## config.mk

```make
export PLATFORM = sky130hd
export DESIGN_NAME = quarter_wave_nco
export DESIGN_NICKNAME = d
export VERILOG_FILES = /design/src/rtl/quarter_wave_nco.sv
export SDC_FILE = /design/constraint.sdc
export NUM_CORES = 1
export LEC_CHECK = 0
export ABC_AREA = 1
export CORE_MARGIN = 2
export CORE_UTILIZATION = 35
export DETAILED_ROUTE_END_ITERATION = 12
export PLACE_DENSITY_LB_ADDON = 0.12
export SYNTH_ARGS = -nofsm -noshare
export SYNTH_HDL_FRONTEND = slang
export SYNTH_SLANG_ARGS = --single-unit
```

## constraint.sdc

```tcl
create_clock -name clk -period 2.6 [get_ports clk]
set_clock_uncertainty 0.2 [all_clocks]
set_input_delay 0.52 -clock clk [delete_from_list [all_inputs] [get_ports clk]]
set_output_delay 0.52 -clock clk [all_outputs]
set_load 0.01 [all_outputs]
```

## src/rtl/quarter_wave_nco.sv

```systemverilog
// Quarter-wave NCO: phase accumulator plus one shared table port, rebuilding signed cos/sin.
// Latency: 3 cycles from a latch (IDLE+en) to out_valid; one sample every 3 cycles when streaming.
// Backpressure: HOLD keeps out_valid, samples and accumulator stable until out_ready.
module quarter_wave_nco #(
  parameter int PHASE_W = 16
) (
  input  logic               clk,
  input  logic               rst,
  input  logic               en,
  input  logic [PHASE_W-1:0] fcw,
  input  logic [PHASE_W-1:0] phase_off,
  input  logic               sync,
  output logic [15:0]        lut_addr,
  input  logic [7:0]         lut_data,
  output logic               out_valid,
  input  logic               out_ready,
  output logic [7:0]         cos_out,
  output logic [7:0]         sin_out
);

  typedef enum logic [1:0] {IDLE, FETCH_C, FETCH_S, HOLD} state_t;

  state_t             state_q;
  logic [PHASE_W-1:0] acc_q, acc_d;
  logic [PHASE_W-1:0] acc_base;
  logic [9:0]         ph_q, ph_d;
  logic [7:0]         cos_q, sin_q;
  logic [15:0]        lut_addr_q;
  logic               out_valid_q;
  logic               latch;
  logic [7:0]         lut_neg;

  // Odd quadrants read the table mirrored (255-k) for cos, straight for sin.
  function automatic logic [7:0] cos_index(input logic [9:0] p);
    return p[8] ? ~p[7:0] : p[7:0];
  endfunction

  function automatic logic [7:0] sin_index(input logic [9:0] p);
    return p[8] ? p[7:0] : ~p[7:0];
  endfunction

  // A sample starts from IDLE, or from HOLD on the same edge its predecessor transfers.
  assign latch   = en && ((state_q == IDLE) || ((state_q == HOLD) && out_ready));
  assign lut_neg = -lut_data;

  // Accumulator next state and latched phase; sync zeroes the accumulator seen by this edge.
  always_comb begin
    acc_base = sync ? '0 : acc_q;
    ph_d     = 10'((acc_base + phase_off) >> (PHASE_W - 10));
    acc_d    = latch ? (acc_base + fcw) : acc_base;
  end

  // Sequencer: latch phase, fetch cos then sin through the shared port, hold until accepted.
  always_ff @(posedge clk) begin
    if (rst) begin
      state_q     <= IDLE;
      acc_q       <= '0;
      ph_q        <= '0;
      cos_q       <= '0;
      sin_q       <= '0;
      lut_addr_q  <= '0;
      out_valid_q <= 1'b0;
    end else begin
      acc_q <= acc_d;
      case (state_q)
        IDLE: begin
          if (latch) begin
            ph_q       <= ph_d;
            lut_addr_q <= {8'b0, cos_index(ph_d)};
            state_q    <= FETCH_C;
          end
        end
        FETCH_C: begin
          // cos is negated in quadrants 1 and 2
          cos_q      <= (ph_q[9] ^ ph_q[8]) ? lut_neg : lut_data;
          lut_addr_q <= {8'b0, sin_index(ph_q)};
          state_q    <= FETCH_S;
        end
        FETCH_S: begin
          // sin is negated in quadrants 2 and 3
          sin_q       <= ph_q[9] ? lut_neg : lut_data;
          lut_addr_q  <= '0;
          out_valid_q <= 1'b1;
          state_q     <= HOLD;
        end
        HOLD: begin
          if (out_ready) begin
            out_valid_q <= 1'b0;
            if (latch) begin
              ph_q       <= ph_d;
              lut_addr_q <= {8'b0, cos_index(ph_d)};
              state_q    <= FETCH_C;
            end else begin
              state_q <= IDLE;
            end
          end
        end
        default: state_q <= IDLE;
      endcase
    end
  end

  assign lut_addr  = lut_addr_q;
  assign out_valid = out_valid_q;
  assign cos_out   = cos_q;
  assign sin_out   = sin_q;

endmodule

```

==> key figures, run 1 <==
Power and ir drop
  – Logic pwr share: 55.3%
  – Sw frac: 43.1%
  – Internal power: 2.50 mW
  – Sequential Power Share: 29.4%
  – Peak supply drop: 0.342 mV
  – Switching pwr: 1.89 mW
  – Cell Pwr Density: 705 nW/um2
  – Share of total power in the clock network: 15.3%
  – Lkg Pwr: 3.26 nW

Route
  – Iteration-0 DRC Markers: 320
  – Routed Antenna Nets: 0
  – Vias: 5042
  – DRC: 0
  – Wire per inst: 12.7 um
  – Drt first pass iters: 5
  – Vias per cell: 4.67
  – Routed WL: 13700 um

Layout
  – Area added between synthesis and finish: 33.6%
  – Commonest non-fill, non-tap cells in the layout: nand2_1 (185), inv_1 (132), buf_4 (76)
  – Layout cells sized above 1: 17.6%
  – Commonest non-fill, non-tap cell in the layout: nand2_1
  – Nets: 964
  – Finished Cell Area: 6230 um2
  – # diodes: 0

Yosys
  – Syn_area_per_cell: 6.09 um2
  – Synth unique cells: 44
  – Ys Warns: 0
  – Syn Std Cell Area: 4660 um2
  – Synth Instances: 766
  – Register area share after synthesis: 22.8%
  – Asr flop ratio synth: 0%
  – EDFF count, synth: 0
  – Synth Register Bits: 53
  – Ys flop type: dfxtp_1

Clocking
  – Clk pin slew, worst setup/hold paths: 0.07 ns
  – Cts hold-fix bufs: 0
  – CTS tree: done
  – Cts bufs inserted: 5
  – Clock Sink Count: 53
  – Root buf cell: clkbuf_16
  – Clock Latency Late Sink: 0.30 ns
  – Clk buf depth: 2
  – CTS H-tree lvls: 2

Floorplan
  – Core area: 13100 um2
  – Die Span Y: 119 um
  – Row count: 42
  – Die area: 14300 um2
  – Chip width: 119 um
  – Starting Density: 35.5%
  – I/O pin count: 78

GRT
  – Overflow after GRT: 0
  – Initial antenna violation count: 0
  – Vias in the first global route: 4729
  – Overall Global Routing Usage: 19.9%
  – Global-route wire length before repair: 22900 um
  – Largest net degree at the start of global routing: 28

Critical path
  – Slowest cell on the critical path: dlygate4sd2_1
  – Crit path buf inv count: 6
  – Required @ worst endpoint: 2.60 ns
  – CP Cell Sequence: dlygate4sd2_1 > inv_4 > nand2_1 > inv_1 > ha_1 > ha_1 > inv_1 > nand2_1 > nand3_1 > a31oi_4 > buf_4 > nand3_1 > nand3_1 > nor2_1 > o21ai_1 > inv_1
  – Worst Setup Start Kind: input port
  – CP arrival: 2.43 ns
  – Critical path's top delay family: buffers and inverters
  – Highest cell delay on the worst timing path: 0.28 ns
  – Crit-path max FO: 9
  – Critical Setup Path Class: in2reg
  – Critical Path Sink Type: flip-flop

STA
  – Slew Limit Fails: 0
  – RSZ-0062 raised after global routing: yes
  – Tightest hold margin: 0.292 ns
  – Min Tclk post-route: 2.44 ns
  – Fin. Hold Viols: 0
  – Fin crit share: 93.7%
  – Setup slack after layout: 0.165 ns
  – Achievable frequency: 0.411 GHz
  – Setup-failing EPs final: 0

Place
  – Input/output buffers: 69
  – Dpl hpwl: 11100 um
  – Routability cong.: 0.890
  – Placed Area: 6030 um2
  – Worst slack, placed: -0.459 ns

Outcome
  – Status: complete, no violations

Worst hold path
  – Hold/Removal Path Class: reg2reg

Run
  – Number of max-cap violations: 0
cells by family (layout without fill, tap and decap cells):
kind of cell / Yosys count / in the layout / share of synthesized area, %
and+or+nand+nor: 367 / 367 / 36.5
AOI/OAI and AO/OA: 150 / 150 / 18.9
xor gates and xnor gates: 16 / 16 / 3.01
DFF: 53 / 53 / 22.8
buffers and inverters: 163 / 294 / 14.5
other: 1 / 8 / 0.0804
adders and majority gates: 16 / 16 / 4.29
layer usage:
layer	routed length (um)	global-route usage (%)
met5	0	0
met4	387	6.84
met3	539	2.68
met2	5890	31.4
met1	6860	27.9
cell type report:
cell class | instances | area, um2
timing repair buffer | 147 | 1280
multi-input combinational | 557 | 3000
tap | 176 | 220
inverter | 139 | 524
clock buffer | 6 | 129
sequential | 53 | 1060
fill | 1392 | 6910
clock inverter | 2 | 15.0
power groups by stage:
stage / clock network (mW) / registers [mW] / logic [mW]
after floorplan: 0 / 1.31 / 1.41
after global placement: 0 / 1.30 / 2.38
after detailed placement: 0 / 1.31 / 2.40
after CTS: 0.709 / 1.29 / 2.42
after global routing: 0.739 / 1.33 / 2.74
final: 0.673 / 1.29 / 2.43
synth_stat cells, types with 8 or more instances:
cell      number  share of area [%]
xor2_1        11                2.1
nor3_1        13                1.4
nand3_1       39                4.2
nor2_2         9                1.2
buf_4          8                1.3
nand2_2       21                2.8
a21oi_1       64                6.9
nand4_1        8                1.1
nor2_1        65                5.2
clkbuf_1      12               0.97
a31oi_1        8                1.1
o21ai_0       47                5.0
nand2_1      188                 15
inv_1        132                 11
ha_1          16                4.3
dfxtp_1       53                 23
nand3_2       10                2.1
worst reg2reg max path, delay by kind of cell (launching register included):
kind,cells,cell delay (ns)
AND/OR/NAND/NOR,8,0.65
adder cells (fa/ha/maj),1,0.14
flip-flops,1,0.36
buffers and inverters,6,0.41
AO/OA/AOI/OAI,2,0.36
stage by stage:
step | TNS [ns] | total power [mW] | util [%] | instances
after floorplan | 0 | 2.71 | - | 773
after global placement | -7.22 | 3.68 | 45.9 | 1071
after detailed placement | -9.08 | 3.71 | 45.9 | 1071
after CTS | 0 | 4.42 | 47.0 | 1079
after global routing | -0.00394 | 4.80 | 47.4 | 1080
final | 0 | 4.39 | 47.4 | 1080
flip-flops by register name, indices dropped and copies added (netlist names):
| signal | count |
|---|---|
| cos_out | 8 |
| lut_addr | 8 |
| ph_q | 10 |
| out_valid | 1 |
| acc_q | 16 |
| sin_out | 8 |
| state_q | 2 |
what timing repair did:
action	in CTS	in global routing
pin swaps	0	1
endpoints found under the hold margin	0	0
setup endpoints to repair	14	6
resized for setup	3	10
buffers inserted	0	1
cloned	0	0
worst paths after layout:
path | startpoint | endpoint | slack (ns) | cells past startpoint
hold reg to reg | cos_out[1]$_SDFFE_PP0P_ | cos_out[1]$_SDFFE_PP0P_ | 0.29 | 2
hold / removal | cos_out[1]$_SDFFE_PP0P_ | cos_out[1]$_SDFFE_PP0P_ | 0.29 | 2
setup / recovery | sync | acc_q[12]$_SDFF_PP0_ | 0.16 | 16
setup reg to reg | acc_q[1]$_SDFF_PP0_ | acc_q[12]$_SDFF_PP0_ | 0.35 | 17
(Power assumes the default switching activity.)
==> run 2, diff against run 1 <==
- PLACE_DENSITY: default -> 0.64
- PLACE_DENSITY_LB_ADDON: 0.12 -> default
- SLEW_MARGIN: default -> 20
==> run 2 against run 1 <==
Die area did not move. Register-to-register slack improved by 0.10 ns. Total power fell by 0.27%. Sequential power barely moved. Sequential share of layout area rose by 0.058 points. Count of clock-buffer cells in the layout fell by 1. Routed wire length fell by 6.6%. Worst hold slack got worse by 0.024 ns. Critical path depth did not move. Combinational power barely moved. Critical path type unchanged. Largest cell class unchanged.
==> key figures, run 2 (synthesis results as in run 1) <==
Layout
  – Regs by FF count: acc_q (16), ph_q (10)
  – Layout cells sized above 1: 17.2% (-0.37 points)
  – Nets: 966 (+0.21%)
  – # diodes: 0 (unchanged)
  – Max reg flops: 16 (unchanged)
  – Area added between synthesis and finish: 33.2%
  – Largest Register: acc_q
  – Commonest non-fill, non-tap cells in the layout: nand2_1 (187), inv_1 (132), buf_4 (80)
  – Final non-filler cell total: 1082 (+0.19%)
  – Commonest non-fill, non-tap cell in the layout: nand2_1
  – Final core occ: 47.3% (-0.16 points)

Floorplan
  – Row count: 42 (unchanged)
  – Starting Density: 35.5% (unchanged)
  – Core area: 13100 um2 (unchanged)
  – I/O pin count: 78 (unchanged)
  – Chip width: 119 um (unchanged)
  – Die Span Y: 119 um (unchanged)
  – Die area: 14300 um2 (unchanged)

Place
  – Worst slack, placed: -0.338 ns (+0.121 ns)
  – Input/output buffers: 69 (unchanged)
  – Placed cells: 1074 (+0.28%)
  – Routability cong.: 0.891 (+0.12%)
  – Dpl hpwl: 10400 um (-5.8%)

Power and ir drop
  – Switching pwr: 1.88 mW (-0.75%)
  – Peak supply drop: 0.357 mV (+4.5%)
  – Sw frac: 42.9% (-0.21 points)
  – Cell Pwr Density: 706 nW/um2 (about the same)
  – Logic pwr share: 55.1% (-0.2 points)
  – Internal power: 2.50 mW (+0.10%)
  – Sequential Power Share: 28.8% (-0.6 points)
  – Lkg Pwr: 3.26 nW (+0.20%)
  – Share of total power in the clock network: 16.1% (+0.8 points)

Critical path
  – Reg2reg end: acc_q[14]$_SDFF_PP0_
  – Required @ worst endpoint: 2.59 ns (about the same)
  – Slowest cell on the critical path: dlygate4sd2_1
  – Cell depth of the worst flop-to-flop path: 18 (+1)
  – Highest cell delay on the worst timing path: 0.27 ns (about the same)
  – Worst r2r src: acc_q[1]$_SDFF_PP0_
  – Critical Path Start: sync
  – R2R setup slack: 0.45 ns (+0.10 ns)
  – Worst Setup Start Kind: input port
  – Critical path's top delay family: simple AND/OR/NAND/NOR gates
  – Critical Path Sink Type: flip-flop
  – CP Depth: 16 (unchanged)
  – Critical Setup Path Class: in2reg
  – Crit-path max FO: 9 (unchanged)
  – Cell repeated most along the worst path: nand2_1
  – Worst Setup EP: lut_addr[5]$_SDFFE_PP0P_
  – CP arrival: 2.37 ns (-0.06 ns)
  – Crit path buf inv count: 4 (-2)
  – CP Cell Sequence: dlygate4sd2_1 > inv_4 > buf_4 > nand2_1 > nand2_1 > nand2_2 > inv_1 > nand2_1 > nor2_1 > nand2_1 > nand3_1 > nand2_1 > nand2_1 > nand2_1 > nand3_1 > a21oi_1

GRT
  – Overall Global Routing Usage: 18.5% (-1.4 points)
  – Overflow after GRT: 0 (unchanged)
  – Initial antenna violation count: 0 (unchanged)
  – Global-route wire length before repair: 21500 um (-6.0%)
  – Largest net degree at the start of global routing: 28 (unchanged)
  – Vias in the first global route: 4624 (-2.2%)

Clocking
  – Clock Sink Count: 53 (unchanged)
  – Clk buf depth: 2 (unchanged)
  – Root buf cell: clkbuf_16
  – Clock Latency Late Sink: 0.30 ns (about the same)
  – Cts bufs inserted: 5 (unchanged)
  – # Post-CTS Setup Buffers: 0 (unchanged)
  – CTS H-tree lvls: 2 (unchanged)
  – CTS tree: done
  – Clk pin slew, worst setup/hold paths: 0.08 ns (about the same)

STA
  – Fin. Hold Viols: 0 (unchanged)
  – RSZ-0062 raised after global routing: no
  – Min Tclk post-route: 2.38 ns (-0.0518 ns)
  – Slew Limit Fails: 0 (unchanged)
  – Achievable frequency: 0.420 GHz (+2.2%)
  – Setup slack after layout: 0.217 ns (+0.0518 ns)
  – Tightest hold margin: 0.268 ns (-0.0244 ns)
  – Setup-failing EPs final: 0 (unchanged)
  – Fin crit share: 91.7% (-2.0 points)

Route
  – Routed WL: 12800 um (-6.6%)
  – Iteration-0 DRC Markers: 286 (-11%)
  – Vias per cell: 4.54 (-2.7%)
  – Routed Antenna Nets: 0 (unchanged)
  – Drt first pass iters: 5 (unchanged)
  – Vias: 4917 (-2.5%)
  – Wire per inst: 11.8 um (-6.7%)
  – DRC: 0 (unchanged)

Outcome
  – Status: complete, no violations

Worst hold path
  – Hold/Removal Path Class: reg2reg
  – Worst hold start: cos_out[7]$_SDFFE_PP0P_

Run
  – Number of max-cap violations: 0 (unchanged)
run 2: worst min path at each step:
stage / endpoint / slack, ns / cells past startpoint
final: cos_out[7]$_SDFFE_PP0P_ / 0.27 / 2
after floorplan: acc_q[0]$_SDFF_PP0_ / 0.27 / 2
after CTS: cos_out[7]$_SDFFE_PP0P_ / 0.27 / 2
after global routing: cos_out[7]$_SDFFE_PP0P_ / 0.30 / 2
after detailed placement: cos_out[7]$_SDFFE_PP0P_ / 0.26 / 2
after global placement: cos_out[7]$_SDFFE_PP0P_ / 0.25 / 2
run 2: final cells by class:
class / instances / area [um2]
clock inverters: 3 / 25.0
flip-flops and latches: 53 / 1060
fillers: 1403 / 6930
multi-input cells: 557 / 2960
clock buffers: 5 / 125
well taps: 176 / 220
inverters: 139 / 524
repair buffers: 149 / 1290
run 2: worst min-delay path, stage by stage (launching register included):
cell and delay (ns):
dfxtp_1 0.31, nand2_1 0.06, a21oi_1 0.05
run 2: per-stage QoR:
stage	instance area (um2)	power [mW]	TNS [ns]
after global placement	6050	3.68	-6.30
after global routing	6210	4.77	0
after detailed placement	6050	3.69	-7.16
final	6210	4.38	0
after floorplan	4690	2.71	0
after CTS	6200	4.41	0
run 2: timing repair:
item | CTS | global route
pin swaps | 1 | 0
endpoints found under the setup margin | 9 | 1
hold buffers | 0 | 0
gates resized for setup | 2 | 2
run 2: power groups by stage:
stage / sequential [mW] / combinational (mW) / clock (mW)
floorplan: 1.31 / 1.41 / 0
global placement: 1.28 / 2.40 / 0
detailed placement: 1.28 / 2.41 / 0
CTS: 1.27 / 2.42 / 0.725
global route: 1.30 / 2.72 / 0.756
finish: 1.26 / 2.41 / 0.707
run 2: metal layers:
layer,vias to the layer above,GRT usage [%],part of all wire (%)
li1,2699,-,-
met1,2128,24.8,50
met2,80,31.9,46
met3,10,2.06,2.6
met4,0,4.26,1.5
met5,-,0,0
==> run 3, diff against run 2 <==
- CAP_MARGIN: default -> 10
- MAX_ROUTING_LAYER: default -> met4
==> run 3 against run 2 <==
Die area is the same. Largest power group unchanged. Global-route usage is 0.29 points higher. Highest routed layer unchanged. Sequential share of layout area down 0.058 points. Largest cell class unchanged. Routed wire length fell by 0.18%.
==> key figures, run 3 (synthesis results as in run 1) <==
Critical path
  – Highest cell delay on the worst timing path: 0.27 ns (about the same)
  – CP arrival: 2.37 ns (about the same)
  – Critical Path Sink Type: flip-flop
  – Critical Setup Path Class: in2reg
  – Required @ worst endpoint: 2.59 ns (about the same)
  – Crit-path max FO: 15 (+6)
  – Cell repeated most along the worst path: nand2_1
  – CP Depth: 16 (unchanged)
  – Critical path's top delay family: simple AND/OR/NAND/NOR gates
  – Worst Setup Start Kind: input port
  – Cell depth of the worst flop-to-flop path: 7 (-11)
  – CP Cell Sequence: dlygate4sd2_1 > inv_4 > buf_12 > nand2_1 > nand2_2 > nand2_2 > inv_1 > nand2_1 > nor2_1 > nand3_1 > nand3_2 > nand2_1 > nand2_1 > nand2_1 > nand3_1 > a21oi_1
  – Slowest cell on the critical path: dlygate4sd2_1
  – Crit path buf inv count: 4 (unchanged)

Place
  – Worst slack, placed: -0.334 ns (+0.00405 ns)
  – Placed cells: 1072 (-0.19%)
  – Placed Area: 6050 um2 (about the same)
  – Input/output buffers: 69 (unchanged)
  – Dpl hpwl: 10400 um (-0.87%)
  – Routability cong.: 0.907 (+1.7%)

Layout
  – Commonest non-fill, non-tap cell in the layout: nand2_1
  – Commonest non-fill, non-tap cells in the layout: nand2_1 (186), inv_1 (131), buf_4 (77)
  – Multi-input gate area: 2990 um2 (+0.80%)
  – Fill count: 1375 (-2.0%)
  – Layout cells sized above 1: 17.5% (+0.26 points)
  – Register Area: 1060 um2 (unchanged)
  – Area added between synthesis and finish: 33.6%
  – Max reg flops: 16 (unchanged)
  – Finished Cell Area: 6230 um2 (+0.34%)
  – Final non-filler cell total: 1080 (-0.18%)
  – Nets: 964 (-0.21%)
  – # diodes: 0 (unchanged)
  – Largest Register: acc_q
  – Regs by FF count: acc_q (16), ph_q (10)

Route
  – Drt first pass iters: 4 (-1)
  – Vias per cell: 4.56 (+0.43%)
  – Vias: 4929 (+0.24%)
  – Routed Antenna Nets: 0 (unchanged)
  – Iteration-0 DRC Markers: 259 (-9.4%)
  – Wire per inst: 11.8 um (about the same)
  – DRC: 0 (unchanged)
  – Routed WL: 12800 um (-0.18%)

Power and ir drop
  – Peak supply drop: 0.353 mV (-1.1%)
  – Lkg Pwr: 3.27 nW (about the same)
  – Pwr Total: 4.38 mW (about the same)
  – Cell Pwr Density: 703 nW/um2 (-0.43%)

STA
  – Setup-failing EPs final: 0 (unchanged)
  – Setup slack after layout: 0.222 ns (+0.00516 ns)
  – Fin. Hold Viols: 0 (unchanged)
  – RSZ-0062 raised after global routing: no
  – Final setup TNS: 0 ns (unchanged)
  – Slew Limit Fails: 0 (unchanged)
  – Min Tclk post-route: 2.38 ns (-0.00516 ns)
  – Fin crit share: 91.5% (-0.20 points)
  – Achievable frequency: 0.421 GHz (+0.22%)

Clocking
  – Cts hold-fix bufs: 0 (unchanged)
  – Clk pin slew, worst setup/hold paths: 0.08 ns (about the same)
  – Clock Latency Late Sink: 0.30 ns (about the same)
  – Clk buf depth: 2 (unchanged)
  – Clock Sink Count: 53 (unchanged)
  – Cts bufs inserted: 5 (unchanged)
  – # Post-CTS Setup Buffers: 0 (unchanged)
  – CTS tree: done
  – Root buf cell: clkbuf_16
  – CTS H-tree lvls: 2 (unchanged)

Floorplan
  – Die Span Y: 119 um (unchanged)
  – Chip width: 119 um (unchanged)
  – I/O pin count: 78 (unchanged)
  – Core area: 13100 um2 (unchanged)
  – Die area: 14300 um2 (unchanged)
  – Starting Density: 35.5% (unchanged)
  – Row count: 42 (unchanged)

Worst hold path
  – Min-Delay Path Depth: 2 (unchanged)
  – Hold/Removal Path Class: reg2reg

Run
  – Number of max-cap violations: 0 (unchanged)

GRT
  – Overall Global Routing Usage: 18.8% (+0.29 points)
  – Met2 GRT Util: 30.5% (-1.4 points)
  – Largest net degree at the start of global routing: 28 (unchanged)
  – GRT Max-Usage Layer: met2
  – Global-route wire length before repair: 21300 um (-1.3%)
  – Initial antenna violation count: 0 (unchanged)
  – Met1 GRT Util: 25.3% (+0.51 points)
  – Overflow after GRT: 0 (unchanged)
  – Vias in the first global route: 4495 (-2.8%)
  – Met3 Track Usage GR: 2.01% (-0.048 points)

Outcome
  – Status: complete, no violations
-- run 3: path summary, 6_finish.rpt --
path	start	end	slack [ns]
worst max-delay path	sync	lut_addr[5]$_SDFFE_PP0P_	0.22
worst max register to register	state_q[0]$_SDFFE_PP0P_	lut_addr[1]$_SDFFE_PP0P_	0.48
worst min register to register	cos_out[7]$_SDFFE_PP0P_	cos_out[7]$_SDFFE_PP0P_	0.27
worst min-delay path	cos_out[7]$_SDFFE_PP0P_	cos_out[7]$_SDFFE_PP0P_	0.27
-- run 3: metrics by stage --
stage / hold slack [ns] / util, %
3_5_place_dp: 0.257 / 46.0
6_report: 0.272 / 47.4
3_3_place_gp: 0.253 / 46.0
2_1_floorplan: 0.266 / -
4_1_cts: 0.269 / 47.2
5_1_grt: 0.308 / 47.4
-- run 3: timing repair --
| item | in CTS | in global routing |
|---|---|---|
| setup endpoints to repair | 8 | 9 |
| pin swaps | 0 | 1 |
| gates resized for setup | 1 | 9 |
| gates cloned | 0 | 0 |
-- run 3: final cells by class --
class	instances	area share, %
clock buffers	5	2.01
multi-input cells	557	47.9
well taps	176	3.53
flip-flops and latches	53	17.0
repair buffers	147	20.7
inverters	139	8.42
clock inverters	3	0.402
-- run 3: power by group --
| group | internal [mW] | switching (mW) | total, mW | leakage, nW |
|---|---|---|---|---|
| clock | 0.363 | 0.335 | 0.698 | 0.0704 |
| combinational | 1.05 | 1.35 | 2.40 | 2.76 |
| sequential | 1.09 | 0.190 | 1.28 | 0.437 |
-- run 3: metal layers --
layer  part of all wire, %  routed length [um]
met1                    49                6210
met2                    46                5870
met3                   4.2                 540
met4                   1.0                 133
met5                     0                   0
-- run 3: worst register-to-register path, stage by stage, from the launching register on --
cell and delay (ns):
dfxtp_1 0.35, inv_1 0.12, ha_1 0.39, inv_1 0.21, a31oi_1 0.31, inv_1 0.22
nor2_1 0.13, a21oi_1 0.08
